### src/rtl/ttc_pkg.sv
// Shared types and sizing helpers for the truth-table capture block.
package ttc_pkg;

    typedef enum logic [1:0] {IDLE, DRIVE, SAMPLE, REPORT} ttc_state_e;

    localparam int unsigned N_IN_DEFAULT = 4;
    localparam int unsigned TW           = 2 ** N_IN_DEFAULT;

    // Settle counter must still be one bit wide when no settle cycles are requested.
    function automatic int unsigned settle_cnt_width(input int unsigned settle);
        return (settle < 2) ? 1 : $clog2(settle + 1);
    endfunction

endpackage

### src/rtl/dual_rail_drive.sv
// Registered true/complement rail pair; both rails load together so vec_n is always ~vec.
module dual_rail_drive #(
    parameter int unsigned W = 4
) (
    input  logic         clk,
    input  logic         rst_n,
    input  logic         load,
    input  logic [W-1:0] d,
    output logic [W-1:0] vec,
    output logic [W-1:0] vec_n
);

    always_ff @(posedge clk or negedge rst_n) begin
        if (!rst_n) begin
            vec   <= '0;
            vec_n <= '1;
        end else if (load) begin
            vec   <= d;
            vec_n <= ~d;
        end
    end

endmodule

### src/rtl/truth_table_capture.sv
// Sweeps every input code into a cell under test, captures its truth table and
// compares it against an expected table.
module truth_table_capture
    import ttc_pkg::*;
#(
    parameter int unsigned N_IN          = N_IN_DEFAULT,
    parameter int unsigned SETTLE_CYCLES = 2
) (
    input  logic                 clk,
    input  logic                 rst_n,
    input  logic                 start,
    input  logic                 abort,
    input  logic [(2**N_IN)-1:0] expected,
    output logic [N_IN-1:0]      vec,
    output logic [N_IN-1:0]      vec_n,
    output logic                 vec_valid,
    input  logic                 dut_out,
    output logic                 busy,
    output logic                 done,
    output logic                 pass,
    output logic [(2**N_IN)-1:0] mismatch,
    output logic [N_IN-1:0]      first_fail
);

    localparam int unsigned      TBL_W    = 2 ** N_IN;
    localparam int unsigned      CNT_W    = settle_cnt_width(SETTLE_CYCLES);
    localparam logic [CNT_W-1:0] CNT_LAST = (SETTLE_CYCLES > 0) ? CNT_W'(SETTLE_CYCLES - 1) : '0;
    localparam logic [N_IN-1:0]  IDX_LAST = N_IN'(TBL_W - 1);
    // With no settle window each code goes straight to its sample cycle.
    localparam ttc_state_e       ST_HOLD  = (SETTLE_CYCLES > 0) ? DRIVE : SAMPLE;

    ttc_state_e       state_q, state_d;
    logic [N_IN-1:0]  idx_q, idx_d;
    logic [CNT_W-1:0] cnt_q, cnt_d;
    logic [TBL_W-1:0] exp_q, exp_d;
    logic [TBL_W-1:0] cap_q, cap_d;
    logic [TBL_W-1:0] mm_q, mm_d;
    logic             pass_q, pass_d;
    logic [N_IN-1:0]  ff_q, ff_d;
    logic             adv;
    logic             vec_load;
    logic [N_IN-1:0]  vec_next;

    function automatic logic [N_IN-1:0] first_set(input logic [TBL_W-1:0] m);
        first_set = '0;
        for (int i = TBL_W - 1; i >= 0; i--) begin
            if (m[i]) first_set = N_IN'(i);
        end
    endfunction

    always_comb begin
        state_d = state_q;
        idx_d   = idx_q;
        cnt_d   = cnt_q;
        exp_d   = exp_q;
        cap_d   = cap_q;
        mm_d    = mm_q;
        pass_d  = pass_q;
        ff_d    = ff_q;
        adv     = 1'b0;
        unique case (state_q)
            IDLE: begin
                if (start && !abort) begin
                    state_d = ST_HOLD;
                    idx_d   = '0;
                    cnt_d   = '0;
                    exp_d   = expected;
                    cap_d   = '0;
                    mm_d    = '0;
                    pass_d  = 1'b0;
                    ff_d    = '0;
                end
            end
            DRIVE: begin
                if (abort) begin
                    state_d = IDLE;
                    idx_d   = '0;
                end else if (cnt_q == CNT_LAST) begin
                    state_d = SAMPLE;
                    cnt_d   = '0;
                end else begin
                    cnt_d = cnt_q + CNT_W'(1);
                end
            end
            SAMPLE: begin
                if (abort) begin
                    state_d = IDLE;
                    idx_d   = '0;
                end else begin
                    cap_d[idx_q] = dut_out;
                    if (idx_q == IDX_LAST) begin
                        // Results are registered here so they are valid during REPORT.
                        state_d = REPORT;
                        mm_d    = cap_d ^ exp_q;
                        pass_d  = (cap_d == exp_q);
                        ff_d    = first_set(cap_d ^ exp_q);
                    end else begin
                        state_d = ST_HOLD;
                        idx_d   = idx_q + N_IN'(1);
                        adv     = 1'b1;
                    end
                end
            end
            REPORT: begin
                state_d = IDLE;
                idx_d   = '0;
            end
            default: state_d = IDLE;
        endcase
    end

    // Rails reload only when the sweep moves to a new code or leaves/enters IDLE.
    assign vec_load = (state_d != state_q) || adv;
    assign vec_next = (state_d == IDLE) ? '0 : idx_d;

    always_ff @(posedge clk or negedge rst_n) begin
        if (!rst_n) begin
            state_q <= IDLE;
            idx_q   <= '0;
            cnt_q   <= '0;
            exp_q   <= '0;
            cap_q   <= '0;
            mm_q    <= '0;
            pass_q  <= 1'b0;
            ff_q    <= '0;
        end else begin
            state_q <= state_d;
            idx_q   <= idx_d;
            cnt_q   <= cnt_d;
            exp_q   <= exp_d;
            cap_q   <= cap_d;
            mm_q    <= mm_d;
            pass_q  <= pass_d;
            ff_q    <= ff_d;
        end
    end

    dual_rail_drive #(
        .W (N_IN)
    ) u_drive (
        .clk   (clk),
        .rst_n (rst_n),
        .load  (vec_load),
        .d     (vec_next),
        .vec   (vec),
        .vec_n (vec_n)
    );

    assign busy       = (state_q != IDLE);
    assign vec_valid  = (state_q != IDLE);
    assign done       = (state_q == REPORT);
    assign pass       = pass_q;
    assign mismatch   = mm_q;
    assign first_fail = ff_q;

endmodule

### config.mk
export PLATFORM = sky130hd
export DESIGN_NAME = truth_table_capture
export DESIGN_NICKNAME = d
export VERILOG_FILES = /design/src/rtl/ttc_pkg.sv /design/src/rtl/dual_rail_drive.sv /design/src/rtl/truth_table_capture.sv
export SDC_FILE = /design/constraint.sdc
export NUM_CORES = 1
export LEC_CHECK = 0
export ABC_AREA = 1
export BUFFER_PORTS_ARGS = -buffer_cell sky130_fd_sc_hd__buf_2
export CORE_MARGIN = 2
export CORE_UTILIZATION = 55
export CTS_CLUSTER_DIAMETER = 80
export DETAILED_ROUTE_END_ITERATION = 16
export PLACE_DENSITY_LB_ADDON = 0.15
export RECOVER_POWER = 25
export SETUP_SLACK_MARGIN = 0.15
export SLEW_MARGIN = 25
export SYNTH_ARGS = -nofsm -noshare
export SYNTH_HDL_FRONTEND = slang
export SYNTH_SLANG_ARGS = --single-unit
### constraint.sdc
create_clock -name clk -period 2.8 [get_ports clk]
set_input_delay 0.42 -clock clk [delete_from_list [all_inputs] [get_ports clk]]
set_output_delay 0.42 -clock clk [all_outputs]
set_load 0.02 [all_outputs]
## Word-level counts from Yosys, hierarchy flattened

Cells that the tools add are included.

- $add $sub $neg: 2
- Multipliers: 0
- Div/mod/pow operators: 0
- Order comparisons: 2
- Equal/unequal tests: 11
- Shift operators: 0
- Multiplexer cells: 52
- Bitwise operators: 2
- Reductions and logical operators: 13

Operators by type and width:

| operator | number |
|---|---|
| $mux W4 | 24 |
| $mux W16 | 4 |
| $pmux W16 S2 | 2 |
| $bwmux W16 | 1 |
| $eq A16 B16 Y1 | 1 |
| $mux W2 | 8 |
| $pmux W4 S4 | 1 |
| $xor A16 B16 Y16 | 1 |
| $ne A2 B2 Y1 const B | 4 |
| $pmux W2 S4 | 1 |
| $pmux W4 S2 | 1 |
| $mux W1 | 7 |
| $reduce_and A3 Y1 | 2 |
| $reduce_bool A2 Y1 | 3 |
| $lt A4 B5 Y1 const B | 1 |
| $add A4 B1 Y4 const B | 1 |
| $demux W1 S4 | 1 |
| $eq A2 B1 Y1 const B | 2 |
| $eq A2 B2 Y1 const B | 2 |
| $eq A4 B4 Y1 const B | 1 |
| $ge A4 B1 Y1 const B | 1 |
| $logic_not A2 Y1 | 2 |
| $not A4 Y4 | 1 |
| $pmux W2 S2 | 1 |
| other kinds (8) | 9 |

- Register bits after elaboration: 69
- Latch bits: 0
- Bits in writable memories: 0
- ROM bits: 0
- Output and inout port bits: 32
- Logic and storage cells: 92
- Memories: 0

## Depth between registers and ports, before layout

- Depth after elaboration: 25
- Depth in mapped cells: 23
- Depth with buffers taken out: 23

## Cells and area by module

A second synthesis with hierarchy kept.

- Cell total of the unflattened synthesis: 417
- Area, all modules: 3469.6 sq um

Modules (own cells, without submodules):

| module | times used | cells an instance | area an instance (sq um) |
|---|---|---|---|
| truth_table_capture | 1 | 379 | 3144.3 |
| dual_rail_drive | 1 | 38 | 325.3 |

## Worst setup path before layout

OpenSTA, ideal clock, no wires.

- Path type: register to register
- Start: register idx_q[1]
- End: register ff_q[0], in the netlist first_fail[0]
- Setup time: 0.116 ns
- Arrival: 1.811 ns
- Required time: 2.684 ns
- Path slack: 0.873 ns
- Stages on the path, launching flop included: 22
- Path buffers: 0
- Path through: dfrtp_1 inv_1 ha_1 inv_1 o21ai_0 nand3_1 nand2_1 nand2_1 nand2_1 nand2_1 nand2_1 nand2_1 nand2_1 nand2_1 nand2_1 nand2_1 nand2_1 nand2_1 nand2_1 nand2_1 nand2_1 nand2_1

- Word-level cells in the longest chain between the ends: 25
- Elaborated cells on any way between the ends: 29
- Classes of those cells: order compare (2); eq/ne (2); mux (22); bitwise (1); reduce/logical (2)

RTL lines:

| item | line | text |
|---|---|---|
| start, declared | truth_table_capture.sv:33 | `logic [N_IN-1:0] idx_q, idx_d;` |
| start signal, assigned | truth_table_capture.sv:128 | `idx_q <= idx_d;` |
| $lt A4 B5 Y1 (implied by the code) or $ge A4 B1 Y1 (tied branches) | truth_table_capture.sv:90 | `cap_d[idx_q] = dut_out;` |
| $logic_and A1 B1 Y1 (implied by the code) | truth_table_capture.sv:90 |  |
| $mux W1 (implied by the code) | truth_table_capture.sv:90 |  |
| $demux W1 S4 | truth_table_capture.sv:90 |  |
| $bwmux W16 | truth_table_capture.sv:90 |  |
| $xor A16 B16 Y16 | truth_table_capture.sv:96 | `ff_d = first_set(cap_d ^ exp_q);` |
| $mux W4 (16 in series) | truth_table_capture.sv:47 | `if (m[i]) first_set = N_IN'(i);` |
| $mux W4 | truth_table_capture.sv:91 | `if (idx_q == IDX_LAST) begin` |
| $mux W4 | truth_table_capture.sv:86 | `if (abort) begin` |
| $pmux W4 S2 | truth_table_capture.sv:61 | `unique case (state_q)` |
| end signal, assigned | truth_table_capture.sv:125 | `ff_q <= '0;` |
| end signal, assigned | truth_table_capture.sv:134 | `ff_q <= ff_d;` |
| end, declared | truth_table_capture.sv:39 | `logic [N_IN-1:0] ff_q, ff_d;` |

Several ways; a longest one is shown, not always the timed one. The select of a mux whose other input is x is not followed.
A chain may end at the register's enable or synchronous reset.

## Final worst setup path

- Start: register idx_q[0]
- End: register ff_q[1], in the netlist first_fail[1]

Same word-level chain as after synthesis.

==> flow_metrics.env <==
export IMPL_status="finished clean"
export IMPL_totalWireLength_um=7707
export IMPL_netlist_top_cell_by_area="dfrtp_1"
export IMPL_dr_pass1_iters=5
export IMPL_critPathMaxStageDelay_ps=400
export IMPL_dp_cells=520
export IMPL_ys_types=40
export IMPL_post_cts_setup_buffer_count=0
export IMPL_cap_violations=0
export IMPL_nFillCells=573
export IMPL_die_h_um=82.62
export IMPL_clkPwrFrac_pct=24.5
export IMPL_synth_seq_cells=69
export IMPL_p_comb_share_pct=32.0
export IMPL_cts_root_buf="clkbuf_8"
export IMPL_power_mw=2.985
export IMPL_cp_required_ps=3030
export IMPL_yosys_warnings=0
export IMPL_crit_fanout=8
export IMPL_final_hold_viol_count=0
export IMPL_drt_iter0_drc=232
export IMPL_synth_area_um2=3400
export IMPL_grt_pass1_wl_um=12450
export IMPL_synthArstFlopShare_pct=100.0
export IMPL_grt_max_degree=28
export IMPL_final_instance_count_excl_fill=536
export IMPL_period_minus_slack_ps=2337
export IMPL_critPathKind="reg2reg"
export IMPL_critPathArrivalTime_ps=2570
export IMPL_postSynthAreaPerCell_um2=8.456
export IMPL_seqPwrFrac_pct=43.5
export IMPL_crit_chain="ha_1 -> nand3_1 -> o21ai_1 -> xor2_1 -> nand2_1 -> o21ai_1 -> nand3_1 -> a211oi_2 -> o21ai_1"
export IMPL_critPathMostFrequentCell="o21ai_1"
export IMPL_start_util_pct=57.08
export IMPL_endpoint_kind="flop"
export IMPL_globalplace_congestion=0.8707
export IMPL_dieArea_um2=6826
export IMPL_antenna_found_initial=0
export IMPL_core_area_um2=5956
export IMPL_setup_viol=0
export IMPL_leakagePower_nw=2.045
export IMPL_syn2layout_area_growth_pct=14.21
export IMPL_die_width_um=82.62
export IMPL_clock_latency_ps=350
export IMPL_crit_slowest_cell="dfrtp_1"
export IMPL_clkTransAtPathRegs_ps=70
export IMPL_hpwl_um=5686
export IMPL_port_buffers=52
export IMPL_tightest_slew_ps=1270
export IMPL_drc_errors=0
export IMPL_grt_ovfl_total=0
export IMPL_critPathBufInv=0
export IMPL_rsz0062_at_grt="no"
export IMPL_switchingPower_mw=1.119
export IMPL_report_final_slew_viol_count=0
export IMPL_skew_ps=7.568
export IMPL_routedWlPerCell_um=14.38
export IMPL_synth_nets=427
export IMPL_grt_usage_pct=24.90
export IMPL_cts_tree="done"
export IMPL_fin_hold_ws_ps=237.0
export IMPL_max_freq_mhz=427.9
export IMPL_intPower_mw=1.866
export IMPL_setup_worst_path_start_class="flop"
export IMPL_cts_sinks=69
export IMPL_power_density_nw_per_um2=768.8
export IMPL_tns_ps=0
export IMPL_rows=28
export IMPL_switching_share_pct=37.49
export IMPL_cp_top_family="compound AO/OA/AOI/OAI gates"
export IMPL_ir_worst_vdd_v=0.0004529
export IMPL_first_global_vias=2651
export IMPL_synth_top_area_share_pct=47.85
export IMPL_vias_per_cell=5.282
export IMPL_period_share_pct=83.47
export IMPL_ant_nets=0
export IMPL_diodes=0
export IMPL_synth_area_leaders="dfrtp_1, nand2_1, inv_1, o21ai_0, dfstp_2"
export IMPL_slew_headroom_pct=15.35
export IMPL_synth_top_flop_cell="dfrtp_1"
export IMPL_h_tree_depth=3
export IMPL_nets=481
export IMPL_syn_instance_count=402
export IMPL_synth_edf_count=0
export IMPL_cts_buffer_depth=2
export IMPL_io_pins=53
export IMPL_num_vias=2831
export IMPL_ys_seq_area_share_pct=50.94
export IMPL_r2r_slack_ps=460
export IMPL_min_path_type="in2async"
export IMPL_cts_buffers=9
export IMPL_drive_gt1_share_pct=19.52
per-stage QoR:
step           worst slack [ps]  utilization [%]  cell area [um^2]
2_1_floorplan             872.6                -              3400
3_3_place_gp              452.0            62.35              3714
3_5_place_dp              445.2            62.35              3714
4_1_cts                   416.4            65.25              3886
5_1_grt                   157.9            65.19              3882
6_report                  462.9            65.19              3882
what timing repair did:
action | CTS | global route
endpoints found under the setup margin | 0 | 1
hold buffers | 0 | 0
gates resized for setup | 0 | 1
layer usage:
metal	track usage (%)	vias up	wire length, um
met5	0	-	0
met4	8.525	0	90
met3	5.978	8	377
met2	39.27	70	3588
met1	33.78	1342	3650
li1	-	1411	-
registers in the layout, summed over array words and instances (netlist names):
name           count
mismatch          16
idx_q              4
exp_q             16
u_drive.vec_n      4
state_q            2
first_fail         4
u_drive.vec        4
pass               1
cap_q             16
cnt_q              2
Yosys cell counts (2+ instances only):
library cell	count
o21ai_2	2
o21ai_0	29
buf_2	2
inv_1	47
o21a_1	2
nand3_2	2
xnor2_1	9
clkbuf_1	8
ha_1	4
nor2_1	11
nand4_1	4
nand2_1	131
a31oi_1	5
nor2_2	2
nand3_1	21
xor2_1	2
a21oi_1	6
a32o_1	3
dfstp_2	4
o21ai_1	8
o21bai_1	2
o22ai_1	15
buf_6	2
dfrtp_1	65
cell usage in the layout, fill, tap and decap left out, types with 4 or more instances in the layout:
cell	synthesis	routed
xnor2_1	9	9
clkbuf_1	8	5
dfstp_2	4	4
nand4_1	4	4
o21ai_0	29	29
a31oi_1	5	5
nor2_1	11	11
buf_2	2	51
a21oi_1	6	6
dfrtp_1	65	64
clkbuf_8	0	11
inv_1	47	47
o22ai_1	15	15
o21ai_1	8	8
nand2_1	131	131
nand3_1	21	21
ha_1	4	4
layout make-up:
type                    instances  area, um^2  share of cell area, %
flip-flops and latches         69        1733                  44.63
multi-input cells             271        1411                  36.35
repair buffers                 56       285.3                  7.348
inverters                      49       186.4                  4.802
clock buffers                  14       162.7                  4.189
well taps                      75       93.84                  2.417
clock inverters                 2       10.01                 0.2578
worst reg2reg max path, stage by stage (launching register included):
cell      delay, ps
dfrtp_1         400
ha_1            360
nand3_1         160
o21ai_1         260
xor2_1          330
nand2_1         140
o21ai_1         190
nand3_1         110
a211oi_2        200
o21ai_1          90
path summary, 6_finish.rpt:
| kind | depth (start not counted) | endpoint | from |
|---|---|---|---|
| setup / recovery | 9 | first_fail[1]$_DFFE_PN0P_ | idx_q[0]$_DFF_PN0_ |
| hold / removal | 1 | first_fail[1]$_DFFE_PN0P_ | rst_n |
| setup reg to reg | 9 | first_fail[1]$_DFFE_PN0P_ | idx_q[0]$_DFF_PN0_ |
| hold reg to reg | 2 | u_drive.vec_n[0]$_DFFE_PN1P_ | u_drive.vec_n[0]$_DFFE_PN1P_ |
| max in group asynchronous | 2 | idx_q[2]$_DFF_PN0_ | rst_n |
| min in group clk | 3 | exp_q[9]$_DFFE_PN0P_ | expected[9] |
power groups by stage:
stage / sequential (mW) / combinational, mW / clock [mW]
5_1_grt: 1.32 / 1.08 / 0.789
3_3_place_gp: 1.31 / 0.940 / 0
4_1_cts: 1.30 / 0.957 / 0.739
2_1_floorplan: 1.36 / 0.633 / 0
3_5_place_dp: 1.32 / 0.953 / 0
6_report: 1.30 / 0.956 / 0.730
kinds of logic (layout without fill, tap and decap cells):
family	count (synthesis)	count (layout)	synth area share (%)
compound gates	76	76	13.40
buf+inv	62	121	7.545
flops	69	69	50.94
simple gates	178	178	22.86
xor+xnor	13	13	3.791
fa+ha+maj	4	4	1.472
Power figures use the tool's default switching activity.
